### src/rtl/mem_port_arbiter.sv
// mem_port_arbiter
//   Shares one single-ported, fixed-latency memory between the instruction
//   fetch requester and the data (load/store) requester. Each access is
//   sequenced IDLE -> ACCESS (MEM_LATENCY cycles) -> RESP (one ready pulse)
//   -> IDLE. Data wins arbitration unless fetch has been passed over
//   STARVE_LIMIT times in a row while waiting.
//
// Ports
//   clk, rst          clock (rising edge), asynchronous active-low reset
//   if_req/if_addr    fetch request and address (held until if_ready)
//   if_ready/if_rdata fetch completion pulse and fetched word (held)
//   dm_req/dm_we/dm_addr/dm_wdata  data request, 1 = store, address, store data
//   dm_ready/dm_rdata data completion pulse and load data (held)
//   mem_en/mem_we/mem_addr/mem_wdata/mem_rdata  memory macro interface
//   busy              high whenever the sequencer is not idle
//   grant_dm          owner of the current or last transaction (1 = data)
module mem_port_arbiter #(
  parameter int ADDR_WIDTH   = 16,
  parameter int DATA_WIDTH   = 16,
  parameter int MEM_LATENCY  = 2,
  parameter int STARVE_LIMIT = 4
) (
  input  logic                  clk,
  input  logic                  rst,
  input  logic                  if_req,
  input  logic [ADDR_WIDTH-1:0] if_addr,
  output logic                  if_ready,
  output logic [DATA_WIDTH-1:0] if_rdata,
  input  logic                  dm_req,
  input  logic                  dm_we,
  input  logic [ADDR_WIDTH-1:0] dm_addr,
  input  logic [DATA_WIDTH-1:0] dm_wdata,
  output logic                  dm_ready,
  output logic [DATA_WIDTH-1:0] dm_rdata,
  output logic                  mem_en,
  output logic                  mem_we,
  output logic [ADDR_WIDTH-1:0] mem_addr,
  output logic [DATA_WIDTH-1:0] mem_wdata,
  input  logic [DATA_WIDTH-1:0] mem_rdata,
  output logic                  busy,
  output logic                  grant_dm
);

  typedef enum logic [1:0] {
    S_IDLE   = 2'd0,
    S_ACCESS = 2'd1,
    S_RESP   = 2'd2
  } state_t;

  localparam logic [3:0] LP_LATENCY = 4'(MEM_LATENCY);
  localparam logic [3:0] LP_STARVE  = 4'(STARVE_LIMIT);

  state_t                r_state;
  logic [3:0]            r_cnt;
  logic [3:0]            r_starve_cnt;
  logic                  r_if_ready;
  logic                  r_dm_ready;
  logic [DATA_WIDTH-1:0] r_if_rdata;
  logic [DATA_WIDTH-1:0] r_dm_rdata;
  logic                  r_mem_en;
  logic                  r_mem_we;
  logic [ADDR_WIDTH-1:0] r_mem_addr;
  logic [DATA_WIDTH-1:0] r_mem_wdata;
  logic                  r_busy;
  logic                  r_grant_dm;

  // Fetch wins when data is not asking, or when fetch has already lost
  // STARVE_LIMIT consecutive arbitrations while waiting.
  logic w_fetch_wins;
  assign w_fetch_wins = if_req && (!dm_req || (r_starve_cnt == LP_STARVE));

  always_ff @(posedge clk or negedge rst) begin
    if (!rst) begin
      r_state      <= S_IDLE;
      r_cnt        <= '0;
      r_starve_cnt <= '0;
      r_if_ready   <= 1'b0;
      r_dm_ready   <= 1'b0;
      r_if_rdata   <= '0;
      r_dm_rdata   <= '0;
      r_mem_en     <= 1'b0;
      r_mem_we     <= 1'b0;
      r_mem_addr   <= '0;
      r_mem_wdata  <= '0;
      r_busy       <= 1'b0;
      r_grant_dm   <= 1'b0;
    end else begin
      case (r_state)
        S_IDLE: begin
          if (if_req || dm_req) begin
            r_state  <= S_ACCESS;
            r_cnt    <= LP_LATENCY;
            r_busy   <= 1'b1;
            r_mem_en <= 1'b1;
            if (w_fetch_wins) begin
              r_grant_dm   <= 1'b0;
              r_mem_we     <= 1'b0;
              r_mem_addr   <= if_addr;
              r_mem_wdata  <= '0;
              r_starve_cnt <= '0;
            end else begin
              r_grant_dm  <= 1'b1;
              r_mem_we    <= dm_we;
              r_mem_addr  <= dm_addr;
              r_mem_wdata <= dm_wdata;
              if (if_req) begin
                if (r_starve_cnt != LP_STARVE) begin
                  r_starve_cnt <= r_starve_cnt + 4'd1;
                end
              end else begin
                r_starve_cnt <= '0;
              end
            end
          end
        end

        S_ACCESS: begin
          r_cnt <= r_cnt - 4'd1;
          if (r_cnt == 4'd1) begin
            // Last memory cycle: read data is valid now; stores leave rdata alone.
            if (!r_mem_we) begin
              if (r_grant_dm) begin
                r_dm_rdata <= mem_rdata;
              end else begin
                r_if_rdata <= mem_rdata;
              end
            end
            r_state     <= S_RESP;
            r_mem_en    <= 1'b0;
            r_mem_we    <= 1'b0;
            r_mem_addr  <= '0;
            r_mem_wdata <= '0;
            r_if_ready  <= !r_grant_dm;
            r_dm_ready  <= r_grant_dm;
          end
        end

        S_RESP: begin
          // Bubble cycle: requests are not looked at until back in IDLE.
          r_state    <= S_IDLE;
          r_if_ready <= 1'b0;
          r_dm_ready <= 1'b0;
          r_busy     <= 1'b0;
        end

        default: begin
          r_state <= S_IDLE;
        end
      endcase
    end
  end

  assign if_ready  = r_if_ready;
  assign dm_ready  = r_dm_ready;
  assign if_rdata  = r_if_rdata;
  assign dm_rdata  = r_dm_rdata;
  assign mem_en    = r_mem_en;
  assign mem_we    = r_mem_we;
  assign mem_addr  = r_mem_addr;
  assign mem_wdata = r_mem_wdata;
  assign busy      = r_busy;
  assign grant_dm  = r_grant_dm;

endmodule

### config.mk
export PLATFORM = sky130hd
export DESIGN_NAME = mem_port_arbiter
export DESIGN_NICKNAME = d
export VERILOG_FILES = /design/src/rtl/mem_port_arbiter.sv
export SDC_FILE = /design/constraint.sdc
export NUM_CORES = 1
export LEC_CHECK = 0
export CORE_MARGIN = 8
export CORE_UTILIZATION = 43
export CTS_BUF_LIST = sky130_fd_sc_hd__clkbuf_4 sky130_fd_sc_hd__clkbuf_8 sky130_fd_sc_hd__clkbuf_16
export CTS_CLUSTER_SIZE = 28
export DETAILED_ROUTE_END_ITERATION = 12
export GPL_ROUTABILITY_DRIVEN = 0
export PLACE_DENSITY = 0.88
export SETUP_SLACK_MARGIN = 0.4
export SYNTH_ARGS = -nofsm -noshare
export SYNTH_HDL_FRONTEND = slang
export SYNTH_SLANG_ARGS = --single-unit
### constraint.sdc
create_clock -name clk -period 2.3 [get_ports clk]
set_clock_uncertainty 0.15 [all_clocks]
set_input_delay 0.46 -clock clk [delete_from_list [all_inputs] [get_ports clk]]
set_output_delay 0.46 -clock clk [all_outputs]
set_load 0.005 [all_outputs]
==> results.txt, run 1 <==
The flow ran to the end, and the final reports show no timing, DRC or antenna violations. The maximum level of the CTS H-tree was 3. The critical path data required time was 2.38 ns; the number of cell instances on the worst register-to-register path was 7. The net count of the finished layout is 519. The area growth from synthesis to layout is 61.4%. Setup repair after global routing could not meet its margin everywhere.

The clock insertion delay at the later pin of the skew report is 0.35 ns, and the core region area is 0.00769 mm2. The via count of the first global-routing pass is 3093. The min-delay analysis places its worst path in the category register to register. The wire length of the first global-routing pass is 16.2 mm. For the number of pins exceeding their max-slew limit in the final report, the log shows 0.

The number of placed I/O pins is 139. The tools report the initial antenna violation count as 0. Across the whole layout, storage elements account for 0.00201 mm2.

Top cell family by delay on the critical path: simple AND/OR/NAND/NOR gates. Largest net degree at the start of global routing: 52. Combined area of all synthesized cells: 0.00340 mm2. Of the synthesized area, sequential elements account for 58.9%.

The cell depth of the worst setup path is 7, and the half-perimeter wire length of the detailed placement result is 7.03 mm. The synthesized netlist net count was 360. The kind of critical path was register to register. The final instance area was 0.00549 mm2. Once detail routing completed, the nets flagged for antenna violations numbered 0. The area used by multi-input combinational logic was 0.00135 mm2. For this design, the sink count on the clock tree is 80. In this run, distinct cell masters in the synthesized netlist total 31.

For this run, the detailed router's first-pass iteration total came to 4. STA classifies the critical path endpoint as a register. The filler cell count in the final layout is 558. For this run, the number of Yosys warnings is 0. Cells fill 71.4% of the core in the end. Wires add up to 10.3 mm. Synthesis inferred 80 register bits.

In the layout the commonest cells are 131 x clkdlybuf4s50_1, 77 x dfrtp_1, 42 x o21ai_0. The tools report the maximum root-to-sink buffer count as 2. Placed cell count: 521. The logs give 18.3% for the aggregate global-route resource usage and 489 MHz for the maximum frequency from static timing analysis.

The library cell used most frequently in the layout, excluding fill and tap cells, is clkdlybuf4s50_1. The final routed DRC violation total came out at 0. The reg-to-reg endpoint was if_rdata[14].

The final worst-path cycle share was 89.0%; the wire length per cell was 18.6 um. The total overflow left after global routing is 0. The tools report the category of the worst setup path launch point as a register. Across the VDD grid, the largest voltage drop is 0.000580 V. Hold violation count in the final report: 0. From bottom edge to top edge, the die measures 105 um. The repair_antennas step left the layout with diodes totalling 0. In this run the critical register-to-register path is launched from r_cnt[1]. The tools report the instance area after placement as 0.00496 mm2.

Setup total negative slack on the finished layout was measured at 0 ns. In this run the register-to-register setup slack is 0.25 ns. Post-layout minimum cycle time: 2.05 ns.

The total number of placement rows came out at 32. Leaving out filler cells and counting taps, the final layout contains 553. The worst pin sits at a relative slew slack of 56.3%. The number of buffers and inverters on the critical path is 2. The number of max-capacitance violations reported is 0, and the slew at the pin closest to its max-slew limit is 0.655 ns. The die width is 105 um, and the count of mapped cells out of synthesis is 287.

For this design the ratio of total power to cell area is 1230 mW/mm2. Prior to clock tree synthesis, the placed netlist has a worst setup slack of -0.111 ns. The clock transition at the register clock pins on the worst setup and hold paths after CTS works out to 0.08 ns. The mean instance size in the synthesized netlist is 11.8 um2, and the fraction of final layout cells with drive strength greater than 1 is 20.0%. The root buffer cell chosen for the clock tree is clkbuf_8. In this run the tool buffered the top-level ports with 138 buffer cells. The worst setup path endpoint is if_rdata[14]. TritonCTS built the clock tree.

The routed layout has 2821 vias. In this run, CTS created clock tree buffers numbering 9. The analysis attributes to cell leakage a power of 2.45 nW.

Setup slack closes at 0.254 ns. The critical path goes through inv_2, ha_4, nor3b_4, nand2_2, or3_4, buf_12, mux2_4. After detailed routing, the number of vias per cell comes to 5.10. The detailed router finished its first iteration with 115 violations. Setup violations remaining at the end of the flow were counted as 0. The stage delay of the slowest cell on the critical path is 0.40 ns. The tools report the worst setup path startpoint as r_cnt[1]. The tools report the arrival time reported for the critical path endpoint as 2.13 ns. The largest individual stage delay along the critical path comes from the cell dfrtp_1. Of all nets on the critical path, the largest fanout is 8. The starting density of the core came out at 44.2%. The run gives 0.0110 mm2 as the die outline area.
layout make-up:
class / instances / share of cell area [%]
Timing Repair Buffer: 166 / 31.6
Multi-Input combinational cell: 183 / 24.6
Inverter: 6 / 0.547
Clock inverter: 7 / 2.19
Clock buffer: 9 / 2.26
Tap cell: 102 / 2.33
Sequential cell: 80 / 36.6
layer usage:
| metal | up-vias | share of wire, % | global-route usage, % |
|---|---|---|---|
| met2 | 115 | 50 | 31.0 |
| met5 | - | 0 | 0 |
| met4 | 0 | 2.4 | 8.46 |
| li1 | 1322 | - | - |
| met3 | 18 | 7.6 | 7.13 |
| met1 | 1366 | 40 | 19.8 |
power by group:
part           switching, mW  internal (mW)
logic                   1.17           1.88
registers              0.407           2.05
clock network          0.523          0.722
total                   2.10           4.65
how the worst min path moves through the flow:
stage / startpoint / endpoint / slack (ns) / depth (start not counted)
finish: mem_en / mem_en / 0.33 / 2
CTS: mem_en / mem_en / 0.33 / 2
detailed placement: mem_en / mem_en / 0.31 / 2
global route: mem_en / mem_en / 0.35 / 2
global placement: mem_en / mem_en / 0.31 / 2
floorplan: rst / busy / 0.01 / 0
state kept, by name, indices dropped and copies added, names as in the netlist, 2 cells and up:
register      flops
r_state           2
if_rdata         16
dm_rdata         16
r_cnt             4
mem_wdata        16
r_starve_cnt      4
mem_addr         16
worst reg2reg max path, cell delays in order, from the launching register on:
cell and delay [ns]:
dfrtp_1 0.40, inv_2 0.09, ha_4 0.13, nor3b_4 0.20, nand2_2 0.09, or3_4 0.40, buf_12 0.17, mux2_4 0.30
logic make-up (layout without fill, tap and decap cells):
logic type	count (synthesis)	count (layout)	synth area share, %
and+or+nand+nor	82	83	12.2
DFF	80	80	58.9
muxes	48	48	16.4
AOI/OAI and AO/OA	47	47	7.18
buffers and inverters	25	188	3.57
adders and majority gates	4	4	1.47
xor gates and xnor gates	1	1	0.258
synthesized netlist by cell type:
cell	n	area share (%)
clkbuf_1	5	0.55
o22ai_1	1	0.18
nor2_1	3	0.33
buf_2	4	0.59
nand3b_1	1	0.22
nand4_1	1	0.18
mux2i_1	16	4.7
nand3_1	39	5.7
inv_1	5	0.55
o21a_1	1	0.22
and2b_1	1	0.22
mux2_4	10	4.4
or4_1	2	0.44
nand2b_1	2	0.37
nand3b_4	1	0.59
inv_2	1	0.11
a21o_1	1	0.22
nor4_1	1	0.18
nand2_1	26	2.9
nor3b_2	1	0.37
buf_6	2	0.66
buf_4	2	0.44
xor2_1	1	0.26
buf_1	6	0.66
a21boi_0	1	0.22
nor3_1	1	0.15
dfrtp_1	80	59
ha_1	4	1.5
or3_1	3	0.55
o21ai_0	43	6.3
mux2_2	22	7.3
timing repair:
action	in CTS	in global routing
gates cloned	2	2
hold endpoints to repair	18	0
setup buffers	6	5
pin swaps	0	2
gates resized for setup	18	11
hold buffers	1	0
endpoints found under the setup margin	73	66
per-stage QoR:
stage / hold slack [ns] / power [mW]
2_1_floorplan: 0.0144 / 3.55
3_3_place_gp: 0.314 / 5.13
3_5_place_dp: 0.314 / 5.26
4_1_cts: 0.334 / 6.70
5_1_grt: 0.350 / 7.18
6_report: 0.329 / 6.75
(Power assumes the default switching activity.)
==> inputs of run 2 (changes only) <==
--- a/config.mk
+++ b/config.mk
@@ -13,6 +13,7 @@
 export GPL_ROUTABILITY_DRIVEN = 0
 export PLACE_DENSITY = 0.88
 export SETUP_SLACK_MARGIN = 0.4
+export SKIP_LAST_GASP = 1
 export SYNTH_ARGS = -nofsm -noshare
 export SYNTH_HDL_FRONTEND = slang
 export SYNTH_SLANG_ARGS = --single-unit
==> results of run 2 <==
Same layout as run 1: the final DEF is identical, and so are final timing and power.
==> inputs of run 3 (changes only) <==
--- a/config.mk
+++ b/config.mk
@@ -5,15 +5,18 @@
 export SDC_FILE = /design/constraint.sdc
 export NUM_CORES = 1
 export LEC_CHECK = 0
+export CELL_PAD_IN_SITES_DETAIL_PLACEMENT = 0
+export CELL_PAD_IN_SITES_GLOBAL_PLACEMENT = 1
 export CORE_MARGIN = 8
-export CORE_UTILIZATION = 43
+export CORE_UTILIZATION = 33
 export CTS_BUF_LIST = sky130_fd_sc_hd__clkbuf_4 sky130_fd_sc_hd__clkbuf_8 sky130_fd_sc_hd__clkbuf_16
 export CTS_CLUSTER_SIZE = 28
 export DETAILED_ROUTE_END_ITERATION = 12
 export GPL_ROUTABILITY_DRIVEN = 0
-export PLACE_DENSITY = 0.88
+export PLACE_DENSITY = 0.89
 export SETUP_SLACK_MARGIN = 0.4
 export SKIP_LAST_GASP = 1
+export SLEW_MARGIN = 20
 export SYNTH_ARGS = -nofsm -noshare
 export SYNTH_HDL_FRONTEND = slang
 export SYNTH_SLANG_ARGS = --single-unit
==> results.txt, run 3 (synthesized netlist as in run 1, its figures left out) <==
The flow ran to the end, and the final reports show no timing, DRC or antenna violations. The clock transition at the register clock pins on the worst setup and hold paths after CTS is 0.08 ns (about the same). Maximum level of the CTS H-tree: 3 (unchanged). The count of input and output buffers is 138 (unchanged). The die width works out to 117 um (was 105 um). The aggregate global-route resource usage was 13.7% (was 18.3%); the count of antenna-violating nets left after detailed routing was 0 (unchanged). The slowest stage cell on the critical path is dfrtp_1 (unchanged). The logs give 0 (unchanged) for the final count of negative-setup-slack endpoints and 0 ns (unchanged) for the total negative slack for setup checks.

The number of buffers inserted during clock tree synthesis is 9 (unchanged). The type of the worst min-delay path was register to register (unchanged). For the arrival time reported for the critical path endpoint, the log shows 2.08 ns (was 2.13 ns).

For the number of non-filler instances in the completed layout, the log shows 587 (was 553). Critical-path cell list: inv_2, ha_4, nor3b_4, nand2_2, or3_4, buf_12, mux2_4 (unchanged). For the number of pins exceeding their max-slew limit in the final report, the log shows 0 (unchanged). The number of placed I/O pins is 139 (unchanged), and the half-perimeter wire length of the detailed placement result is 6.92 mm (was 7.03 mm). The wire length per cell was 16.7 um (was 18.6 um); the number of detailed-route iterations in the first pass was 4 (unchanged). The tools report the source of the worst register-to-register timing path as r_cnt[1] (unchanged).

The leading cell type in the layout, fill and taps excluded is clkdlybuf4s50_1 (unchanged). The run gives 49 (was 52) as the largest net degree at the start of global routing. The relative max-transition margin is 69.4% (was 56.3%). The via count normalized by instance count came out at 4.70 (was 5.10).

The net switching fraction of the power was 31.0% (was 31.1%); the number of buffers and inverters on the critical path was 2 (unchanged). The post-layout minimum cycle time works out to 2.00 ns (was 2.05 ns). Peak-usage layer in the global routing report: met2 (unchanged). For the filler cell count in the final layout, the log shows 889 (was 558). The maximum frequency from static timing analysis was 499 MHz (was 489 MHz). The tools report the wire length of the first global-routing pass as 15.6 mm (was 16.2 mm). The largest voltage drop on the vdd net came out at 0.000484 V (was 0.000580 V). The largest fanout on the critical path was 8 (unchanged).

The tools report the category of the worst setup path launch point as a register (unchanged). The total number of vias came out at 2759 (was 2821). For the cell-internal power, the log shows 4.59 mW (was 4.65 mW). The run gives 0 (unchanged) as the final routed DRC violation total. The logs give 519 (unchanged) for the total number of nets in the final design and 0.00548 mm2 (was 0.00549 mm2) for the final instance area. Startpoint of the most critical hold path: mem_en (unchanged). The slew at the pin closest to its max-slew limit was 0.459 ns (was 0.655 ns). The initial antenna violation count came out at 0 (unchanged).

The tools report the worst setup path startpoint as r_cnt[1] (unchanged). Most frequent cells in the layout: 134 x clkdlybuf4s50_1, 77 x dfrtp_1, 43 x o21ai_0 (was 131 x clkdlybuf4s50_1, 77 x dfrtp_1, 42 x o21ai_0). The share of power burned in the clock network is 17.6% (was 18.5%). The leakage component of the power was 2.42 nW (was 2.45 nW). Starting density of the core: 33.4% (was 44.2%).

The layout overhead on the synthesized area works out to 61.2% (was 61.4%). The fraction of final layout cells with drive strength greater than 1 was 20.0% (unchanged). The tools report the total congestion overflow after global routing as 0 (unchanged).

The power density normalized to cell area works out to 1210 mW/mm2 (was 1230 mW/mm2). Setup repair after global routing could not meet its margin everywhere. For the diode insertion count for antenna repair, the log shows 0 (unchanged). The kind of critical path was register to register (unchanged).

For the sequential power share, the log shows 36.8% (was 36.4%). The share of total power in combinational logic is 45.6% (was 45.1%), and the stage delay of the slowest cell on the critical path is 0.40 ns (about the same). The critical path data required time is 2.38 ns (about the same), and the total wire length after detailed routing is 9.79 mm (was 10.3 mm). For the number of max-capacitance violations reported, the log shows 0 (unchanged). The overall die height is 117 um (was 105 um), and the core region area is 0.0102 mm2 (was 0.00769 mm2).

The met1 track utilization from global routing is 16.2% (was 19.8%), and the final standard cell utilization of the core is 53.8% (was 71.4%). The via count of the first global-routing pass is 3000 (was 3093). The logs give 0.34 ns (was 0.35 ns) for the clock insertion delay at the later pin of the skew report and 80 (unchanged) for the CTS sink count.

The tools report the total number of placement rows as 37 (was 32). For the hold violation count in the final report, the log shows 0 (unchanged). The run gives 2.06 mW (was 2.10 mW) as the net switching power of the design.

Top cell family by delay on the critical path: simple AND/OR/NAND/NOR gates (unchanged). The met2 routing resource usage after global routing is 22.5% (was 31.0%), and the placed cell count is 555 (was 521). TritonCTS built the clock tree. The tools report the kind of capture point of the worst setup path as a register (unchanged).

The tools report the library cell used as clock root buffer as clkbuf_8 (unchanged). The maximum root-to-sink buffer count was 2 (unchanged). The tools report the instance area after placement as 0.00500 mm2 (was 0.00496 mm2). The global routing usage on met3 came out at 5.28% (was 7.13%). The number of DRC violations after detailed-routing iteration 0 is 139 (was 115), and the die outline area is 0.0138 mm2 (was 0.0110 mm2). Final worst-path cycle share: 87.1% (was 89.0%).
-- run 3: changes by cell type in the layout (fill, tap and decap cells not counted), moves of 2 or more --
cell	before	now
dlymetal6s2s_1	5	3
buf_6	3	1
clkdlybuf4s50_1	131	134
buf_4	17	20
-- run 3: cell type report --
type                       count  area (um2)  share of cell area, %
timing repair buffer         166        1700                   31.0
clock buffer                  10         138                   2.51
clock inverter                 6        91.3                   1.67
inverter                       6        30.0                  0.548
tap                          136         170                   3.11
multi-input combinational    183        1350                   24.6
sequential                    80        2010                   36.6
-- run 3: path summary, 6_finish.rpt --
kind,endpoint,slack [ns],depth (start not counted)
worst max-delay path,if_rdata[15],0.30,7
worst min-delay path,mem_en,0.33,2
worst max register to register,if_rdata[15],0.30,7
worst min register to register,mem_en,0.33,2
max in group asynchronous,dm_rdata[6],0.84,3
min in group asynchronous,if_rdata[0],0.47,2
-- run 3: per-layer routing --
| layer | share of wire [%] | vias up |
|---|---|---|
| met5 | 0 | - |
| met4 | 1.2 | 0 |
| met3 | 7.4 | 12 |
| met2 | 49 | 98 |
| met1 | 43 | 1321 |
| li1 | - | 1328 |
-- run 3: power groups by stage --
stage	sequential, mW	combinational (mW)	clock [mW]
after CTS	2.44	2.96	1.21
after global placement	2.42	2.76	0
after global routing	2.52	3.32	1.26
final	2.44	3.03	1.17
after floorplan	2.45	1.10	0
after detailed placement	2.46	2.82	0
-- run 3: stage by stage --
step	power [mW]	setup slack (ns)	hold WS (ns)
final	6.64	0.297	0.332
after floorplan	3.55	0.375	0.0144
after global placement	5.19	0.0686	0.287
after detailed placement	5.28	0.0247	0.295
after CTS	6.61	0.321	0.341
after global routing	7.09	0.237	0.374
-- run 3: what timing repair did --
item	in CTS	in global routing
gates resized for setup	13	12
hold buffers	1	0
pin swaps	2	2
endpoints found under the setup margin	37	68
setup buffers	6	6
endpoints found under the hold margin	33	0
gates cloned	1	2
-- run 3: worst reg2reg max path, cell delays in order (launching register included) --
cell     delay (ns)
dfrtp_1        0.40
inv_2          0.09
ha_4           0.12
nor3b_4        0.20
nand2_2        0.08
or3_4          0.38
buf_12         0.17
mux2_4         0.30
